<file path="config.mk">
export PLATFORM = sky130hd
export DESIGN_NAME = countdown_timer
export DESIGN_NICKNAME = d
export VERILOG_FILES = /design/src/rtl/countdown_timer.sv
export SDC_FILE = /design/constraint.sdc
export NUM_CORES = 1
export LEC_CHECK = 0
export ABC_AREA = 0
export CORE_UTILIZATION = 51
export CTS_CLUSTER_DIAMETER = 50
export DETAILED_ROUTE_END_ITERATION = 12
export HOLD_SLACK_MARGIN = 0.05
export PLACE_DENSITY_LB_ADDON = 0.3
export SLEW_MARGIN = 10
export SYNTH_ARGS = -nofsm -noshare
export SYNTH_HDL_FRONTEND = slang
export SYNTH_SLANG_ARGS = --single-unit
</file>
<file path="constraint.sdc">
create_clock -name clk -period 2.3 [get_ports clk]
set_input_delay 0.46 -clock clk [delete_from_list [all_inputs] [get_ports clk]]
set_output_delay 0.46 -clock clk [all_outputs]
set_load 0.02 [all_outputs]
</file>
<file path="src/rtl/countdown_timer.sv">
// Loadable, prescaled down-counter with terminal-count detection.
// Software controls (clear/load/start/pause) steer a four-state FSM; done pulses once per expiry.
module countdown_timer #(
  parameter int WIDTH    = 4,
  parameter int PRESCALE = 1
) (
  input  logic             clk,
  input  logic             n_rst,
  input  logic             clear,
  input  logic             load,
  input  logic [WIDTH-1:0] load_val,
  input  logic             start,
  input  logic             pause,
  input  logic             auto_reload,
  output logic [WIDTH-1:0] count_out,
  output logic             zero_flag,
  output logic             done,
  output logic             busy
);

  typedef enum logic [1:0] {S_IDLE, S_RUN, S_PAUSED, S_DONE} state_t;

  localparam logic [15:0] PRE_LAST = 16'(PRESCALE - 1);

  state_t           r_state;
  state_t           w_next;
  logic [WIDTH-1:0] r_count;
  logic [WIDTH-1:0] r_reload;
  logic [15:0]      r_pre;
  logic             r_done;

  logic w_count_nz;
  logic w_reload_nz;
  logic w_tick;
  logic w_expire;
  logic w_rearm;

  assign w_count_nz  = (r_count != '0);
  assign w_reload_nz = (r_reload != '0);
  // A pause request in RUN wins over the decrement of that same cycle.
  assign w_tick      = (r_state == S_RUN) && !pause && (r_pre == PRE_LAST);
  assign w_expire    = w_tick && (r_count == WIDTH'(1));
  assign w_rearm     = auto_reload && w_reload_nz;

  always_ff @(posedge clk or negedge n_rst) begin
    if (!n_rst) r_state <= S_IDLE;
    else        r_state <= w_next;
  end

  always_comb begin
    w_next = r_state;
    if (clear || load) begin
      w_next = S_IDLE;
    end else begin
      case (r_state)
        S_IDLE:   if (start && w_count_nz) w_next = S_RUN;
        S_RUN: begin
          if (pause)                     w_next = S_PAUSED;
          else if (w_expire && !w_rearm) w_next = S_DONE;
        end
        S_PAUSED: if (start) w_next = S_RUN;
        S_DONE:   if (start && w_reload_nz) w_next = S_RUN;
        default:  w_next = S_IDLE;
      endcase
    end
  end

  always_comb begin
    busy      = (r_state == S_RUN) || (r_state == S_PAUSED);
    zero_flag = !w_count_nz;
  end

  always_ff @(posedge clk or negedge n_rst) begin
    if (!n_rst) begin
      r_count  <= '0;
      r_reload <= '0;
      r_pre    <= '0;
      r_done   <= 1'b0;
    end else if (clear) begin
      r_count <= '0;
      r_pre   <= '0;
      r_done  <= 1'b0;
    end else if (load) begin
      r_count  <= load_val;
      r_reload <= load_val;
      r_pre    <= '0;
      r_done   <= 1'b0;
    end else begin
      r_done <= 1'b0;
      case (r_state)
        S_IDLE: if (start && w_count_nz) r_pre <= '0;
        S_DONE: begin
          if (start && w_reload_nz) begin
            r_count <= r_reload;
            r_pre   <= '0;
          end
        end
        S_RUN: begin
          if (!pause) begin
            r_pre <= w_tick ? 16'd0 : r_pre + 16'd1;
            if (w_expire) begin
              r_done  <= 1'b1;
              r_count <= w_rearm ? r_reload : '0;
            end else if (w_tick) begin
              r_count <= r_count - WIDTH'(1);
            end
          end
        end
        default: ;
      endcase
    end
  end

  assign count_out = r_count;
  assign done      = r_done;

endmodule

</file>
# After elaboration in Yosys (flattened, before gate mapping)
# Cells that the tools add are included.
# classes
add_sub_neg	2
eq_ne	12
muxes	27
bitwise_logic	1
n_reduce_logical	22
# op_table
cell	count
16-bit 2-to-1 mux	6
16-bit case mux with 3 select lines	1
4-bit 2-to-1 mux	7
16-bit by 1-bit adder with 16-bit output (second input constant)	1
16-bit logical NOT	1
4-bit inequality test (second input constant)	4
2-bit 2-to-1 mux	6
4-bit AND reduction	3
4-bit nonzero test	3
3-bit inequality test (second input constant)	3
2-bit case mux with 4 select lines	1
4-bit case mux with 2 select lines	1
1-bit logical AND	7
1-bit 2-to-1 mux	5
5-bit inequality test (second input constant)	1
5-bit nonzero test	1
2-bit equality test (second input constant)	2
4-bit by 1-bit equality test with 1-bit output (second input constant)	1
4-bit by 1-bit subtractor with 4-bit output (second input constant)	1
1-bit logical NOT	3
2-bit by 1-bit equality test with 1-bit output (second input constant)	1
2-bit logical NOT	1
1-bit logical OR	2
2-bit AND reduction	1
1-bit NOT	1
# word_totals
reg_bits	27
output_inout_bits	7
word_cells	69

# Logic depth before layout (Yosys ltp)
# Gate-level depths: netlist of run 1.
# depth
word_depth	9
mapped_depth	9
ltp_nobuf	7

# Worst setup path after synthesis of run 1
# OpenSTA, ideal clock, no wires.
# synth_timing
path_type	reg-to-reg
from	reg r_count[0], in the netlist count_out[0]
to	reg r_pre[11]
setup_time_ps	79
t_arrival_ps	2228
setup_slack_ps	-8
path_stages_with_launch	10
n_path_buf	2
path_cell_list	dfrtp_1 inv_1 ha_1 nor3b_1 o21a_1 o31a_1 buf_2 buf_2 a21oi_1 mux2i_1
# synth_between
elab_chain_len	4
# synth_lines
item	line	rtl
start, declared	27	logic [WIDTH-1:0] r_count;
start signal, assigned	84	r_count <= load_val;
start signal, assigned	94	r_count <= r_reload;
start signal, assigned	103	r_count <= w_rearm ? r_reload : '0;
4-bit nonzero test	38	assign w_count_nz = (r_count != '0);
1-bit logical AND	91	S_IDLE: if (start && w_count_nz) r_pre <= '0;
4-bit inequality test (no line)	n/a	
4-bit AND reduction (no line)	n/a	
end signal, assigned	100	r_pre <= w_tick ? 16'd0 : r_pre + 16'd1;
end, declared	29	logic [15:0] r_pre;
# No other way between the ends.
# A chain may end at the register's enable or synchronous reset.

# Final worst setup path of run 1
# layout_timing
from	reg r_state[1]
to	reg r_pre[8]
# layout_between
elab_chain_len	8
# layout_lines
item	line	rtl
start, declared	25	state_t r_state;
start signal, assigned	47	else r_state <= w_next;
2-bit by 1-bit equality test with 1-bit output	41, 90	
1-bit logical AND (2 in series)	41	assign w_tick = (r_state == S_RUN) && !pause && (r_pre == PRE_LAST);
16-bit 2-to-1 mux	100	
16-bit 2-to-1 mux	99	if (!pause) begin
16-bit case mux with 3 select lines	90	case (r_state)
16-bit 2-to-1 mux	83	end else if (load) begin
16-bit 2-to-1 mux	79	end else if (clear) begin
# Parallel ways exist; a longest one is shown, timed or not. The select of a mux whose other input is x is not followed.

==> metrics.txt, run 1 <==
# TYPE chip_impl_metric gauge
chip_impl_metric{name="final_layout_size_suffix_gt1_share",unit="%"} 17.9
chip_impl_metric{name="drt_wl_total",unit="um"} 4410
chip_impl_metric{name="worst-path-max-fanout",unit=""} 7
chip_impl_metric{name="synthMuxAreaShare",unit="%"} 6.97
chip_impl_metric{name="ff2ff_setup_slack",unit="ns"} 0.13
chip_impl_metric{name="vias_per_cell",unit=""} 5.98
chip_impl_metric{name="rows",unit=""} 21
chip_impl_metric{name="report.final.slew_viol_count",unit=""} 0
chip_impl_metric{name="num-nets-final",unit=""} 256
chip_impl_metric{name="synth-seq-cells",unit=""} 27
chip_impl_metric{name="grt_first_pass_wirelength",unit="um"} 7280
chip_impl_metric{name="synth_xor_xnor_area_share",unit="%"} 0.478
chip_impl_metric{name="fraction_of_the_mapped_netlist_area_in_compound_gates",unit="%"} 20.8
chip_impl_metric{name="globalRouteTotalUtil",unit="%"} 25.5
chip_impl_metric{name="grt_max_degree",unit=""} 28
chip_impl_metric{name="cts.sink_count",unit=""} 27
chip_impl_metric{name="final_total_power",unit="mW"} 1.04
chip_impl_metric{name="synth.cell_area",unit="um2"} 1830
chip_impl_metric{name="final_instance_area",unit="um2"} 2250
chip_impl_metric{name="overall_die_width",unit="um"} 61.9
chip_impl_metric{name="antenna_found_initial",unit=""} 0
chip_impl_info{name="crit_slowest_cell",value="sky130_fd_sc_hd__dfrtp_1"} 1
chip_impl_metric{name="final-hold-violation-count",unit=""} 0
chip_impl_metric{name="delay_of_the_slowest_cell_on_the_worst_path",unit="ns"} 0.43
chip_impl_metric{name="hold_slack",unit="ns"} 0.478
chip_impl_info{name="grt_setup_unrepaired",value="false"} 1
chip_impl_metric{name="detail_route.drc_violations",unit=""} 0
chip_impl_metric{name="firstDrtPassIters",unit=""} 5
chip_impl_metric{name="synth_fa_ha_area_share",unit="%"} 6.15
chip_impl_metric{name="report.final.setup_viol",unit=""} 0
chip_impl_metric{name="final_min_period_over_clock_period",unit="%"} 94.2
chip_impl_metric{name="cts_post_setup_buffers_inserted",unit=""} 0
chip_impl_info{name="crit_path_cell_trace",value="inv_1, ha_4, or3b_1, or2_4, a2111oi_4, buf_4, nand4_1, mux2i_1"} 1
chip_impl_metric{name="remaining_antenna_violation_count",unit=""} 0
chip_impl_metric{name="route.detailed.wl_per_inst",unit="um"} 15.7
chip_impl_metric{name="critical_path_arrival",unit="ns"} 2.44
chip_impl_metric{name="floorplan.initialDensity",unit="%"} 54.0
chip_impl_metric{name="cts-hold-fix-buffers",unit=""} 0
chip_impl_metric{name="floorplan.io_pins",unit=""} 18
chip_impl_info{name="synth_top_family_by_area",value="simple AND/OR/NAND/NOR gates"} 1
chip_impl_metric{name="cap_violations",unit=""} 0
chip_impl_metric{name="yosys_warnings",unit=""} 0
chip_impl_metric{name="max_slew_margin",unit="%"} 66.2
chip_impl_metric{name="ff2ff_path_depth",unit=""} 8
chip_impl_metric{name="layout_setup_ws",unit="ns"} 0.133
chip_impl_metric{name="worstPathBufferInverterCount",unit=""} 2
chip_impl_info{name="hold_path.class",value="primary input to asynchronous set/reset pin"} 1
chip_impl_info{name="rr_endpoint",value="r_pre[8]"} 1
chip_impl_metric{name="io_buffers",unit=""} 17
chip_impl_metric{name="synth_cell_type_count",unit=""} 46
chip_impl_metric{name="mappedNetlistNets",unit=""} 221
chip_impl_metric{name="synth.yosys.seq_area_share",unit="%"} 36.9
chip_impl_info{name="most_common_cell_after_layout_fill_and_taps_aside",value="sky130_fd_sc_hd__dfrtp_1"} 1
chip_impl_metric{name="rd_place_congestion",unit=""} 0.926
chip_impl_info{name="cts_root_buffer",value="sky130_fd_sc_hd__clkbuf_4"} 1
chip_impl_metric{name="place_hpwl",unit="um"} 3310
chip_impl_metric{name="h-tree-depth",unit=""} 1
chip_impl_metric{name="average_size_of_a_mapped_cell",unit="um2"} 9.11
chip_impl_metric{name="synth_async_sr_flop_share",unit="%"} 100
chip_impl_metric{name="pwr_density_cell",unit="nW/um2"} 462
chip_impl_info{name="crit_start",value="r_state[1]"} 1
chip_impl_metric{name="power.static_leakage",unit="nW"} 0.949
chip_impl_metric{name="grt_pass1_vias",unit=""} 1631
chip_impl_info{name="r2r_start",value="r_state[1]"} 1
chip_impl_metric{name="die_area",unit="um2"} 3830
chip_impl_info{name="status",value="finished clean"} 1
chip_impl_metric{name="synth-edff-count",unit=""} 0
chip_impl_info{name="cts_tree",value="done"} 1
chip_impl_metric{name="flow.area_growth_from_synthesis",unit="%"} 22.8
chip_impl_metric{name="drt-initial-drc-count",unit=""} 117
chip_impl_metric{name="max_clock_freq",unit="MHz"} 461
chip_impl_metric{name="post_synthesis_simple_gate_area_fraction",unit="%"} 23.0
chip_impl_info{name="highest_count_cells_in_the_layout_ignoring_fill_and_taps",value="sky130_fd_sc_hd__dfrtp_1 (27), sky130_fd_sc_hd__buf_4 (21), sky130_fd_sc_hd__o21ai_0 (17)"} 1
chip_impl_metric{name="minimum_clock_period_after_layout",unit="ns"} 2.17
chip_impl_metric{name="dp_slack",unit="ns"} -0.0893
chip_impl_info{name="most_used_dff_post_synth",value="sky130_fd_sc_hd__dfrtp_1"} 1
chip_impl_metric{name="bufs_on_longest_clock_path",unit=""} 2
chip_impl_metric{name="route.vias.total",unit=""} 1679
chip_impl_info{name="startpoint_type",value="flip-flop"} 1
chip_impl_metric{name="finClkSkew",unit="ns"} 0.00680
chip_impl_metric{name="actual_transition_at_the_worst_max_transition_pin",unit="ns"} 0.505
chip_impl_info{name="cp_top_family",value="simple AND/OR/NAND/NOR gates"} 1
chip_impl_metric{name="grt_overflow_total",unit=""} 0
chip_impl_metric{name="dieHeight",unit="um"} 61.9
chip_impl_info{name="critical_path_capture_point_type",value="flip-flop"} 1
chip_impl_metric{name="clkLatencyLatePin",unit="ns"} 0.33
chip_impl_metric{name="floorplan.core_area",unit="um2"} 3390
chip_impl_metric{name="postPlaceCellArea",unit="um2"} 2170
chip_impl_metric{name="vdd_drop_max",unit="uV"} 236
chip_impl_metric{name="endpoint_required_time_on_the_critical_path",unit="ns"} 2.57
chip_impl_metric{name="syn-instance-count",unit=""} 201
chip_impl_metric{name="clk_pin_slew_worst_paths",unit="ns"} 0.15
chip_impl_metric{name="numCtsBuffers",unit=""} 3
chip_impl_metric{name="antenna_cells_inserted",unit=""} 0
chip_impl_info{name="crit_type",value="flip-flop to flip-flop"} 1
area by class of cell:
| class | instances | area [um2] |
|---|---|---|
| inverters | 13 | 48.8 |
| clock buffers | 4 | 26.3 |
| multi-input cells | 152 | 1100 |
| fillers | 262 | 1140 |
| flip-flops and latches | 27 | 676 |
| repair buffers | 39 | 340 |
| well taps | 46 | 57.6 |
worst max-delay path by stage:
stage | end | slack [ns] | cells after the start
finish | r_pre[8] | 0.13 | 8
global route | r_pre[14] | 0.003 | 8
CTS | r_pre[9] | 0.01 | 8
detailed placement | count_out[2] | -0.09 | 6
global placement | count_out[2] | -0.02 | 6
floorplan | r_pre[2] | 0.15 | 9
repair_timing:
item                                    4_1_cts  5_1_grt
pin swaps                                     0        1
resized for setup                             1        9
endpoints found under the setup margin        1       16
synthesized netlist by cell type (3+ instances only):
| cell | n | area, um2 |
|---|---|---|
| sky130_fd_sc_hd__a211oi_1 | 4 | 30.0 |
| sky130_fd_sc_hd__a21oi_1 | 11 | 55.1 |
| sky130_fd_sc_hd__a22o_1 | 3 | 26.3 |
| sky130_fd_sc_hd__and2_1 | 6 | 37.5 |
| sky130_fd_sc_hd__and3_1 | 8 | 50.1 |
| sky130_fd_sc_hd__buf_2 | 5 | 25.0 |
| sky130_fd_sc_hd__dfrtp_1 | 27 | 676 |
| sky130_fd_sc_hd__ha_1 | 9 | 113 |
| sky130_fd_sc_hd__inv_1 | 13 | 48.8 |
| sky130_fd_sc_hd__mux2_2 | 6 | 67.6 |
| sky130_fd_sc_hd__mux2i_1 | 6 | 60.1 |
| sky130_fd_sc_hd__nand2_1 | 16 | 60.1 |
| sky130_fd_sc_hd__nand3_1 | 12 | 60.1 |
| sky130_fd_sc_hd__nand4_1 | 7 | 43.8 |
| sky130_fd_sc_hd__nor2_1 | 7 | 26.3 |
| sky130_fd_sc_hd__nor3_1 | 3 | 15.0 |
| sky130_fd_sc_hd__nor3b_1 | 3 | 22.5 |
| sky130_fd_sc_hd__nor4_1 | 3 | 18.8 |
| sky130_fd_sc_hd__o21ai_0 | 17 | 85.1 |
| sky130_fd_sc_hd__o21ai_1 | 3 | 15.0 |
where the power goes:
| group | internal (mW) | switching, mW |
|---|---|---|
| clock | 0.0680 | 0.147 |
| sequential | 0.498 | 0.0284 |
| combinational | 0.145 | 0.153 |
cells by family (layout without fill, tap and decap cells):
group | count (synthesis) | after routing
simple gates | 75 | 75
compound gates | 55 | 55
flops | 27 | 27
buf+inv | 22 | 56
mux | 12 | 12
fa+ha+maj | 9 | 9
xor+xnor | 1 | 1
worst reg2reg max path, delay by kind of cell, from the launching register on:
kind            cells  cell delay [ns]
simple gates        3             0.76
flops               1             0.43
buf+inv             2             0.34
compound gates      1             0.24
fa+ha+maj           1             0.20
mux                 1             0.13
metal layers:
layer  vias up  track usage [%]  share of wire (%)
met4         0             10.5                1.0
met1       808             34.8                 45
li1        815                -                  -
met5         -                0                  0
met3         6             2.48                4.0
met2        50             41.8                 49
registers in the layout, summed over array words and instances, names as in the netlist:
name,flops
done,1
count_out,4
r_reload,4
r_pre,16
r_state,2
per-stage QoR:
stage | cells | util [%] | setup TNS (ns)
after floorplan | 201 | - | 0
after global placement | 277 | 64.1 | -0.0169
after detailed placement | 277 | 64.1 | -0.392
after CTS | 281 | 64.9 | 0
after global routing | 281 | 66.3 | 0
final | 281 | 66.3 | 0
No activity file was read; power rests on OpenSTA's default activity.
==> inputs of run 2 (changes only) <==
--- a/config.mk
+++ b/config.mk
@@ -5,7 +5,6 @@
 export SDC_FILE = /design/constraint.sdc
 export NUM_CORES = 1
 export LEC_CHECK = 0
-export ABC_AREA = 0
 export CORE_UTILIZATION = 51
 export CTS_CLUSTER_DIAMETER = 50
 export DETAILED_ROUTE_END_ITERATION = 12
==> results of run 2 <==
Same layout as run 1: the final DEF is identical, and so are final timing and power.
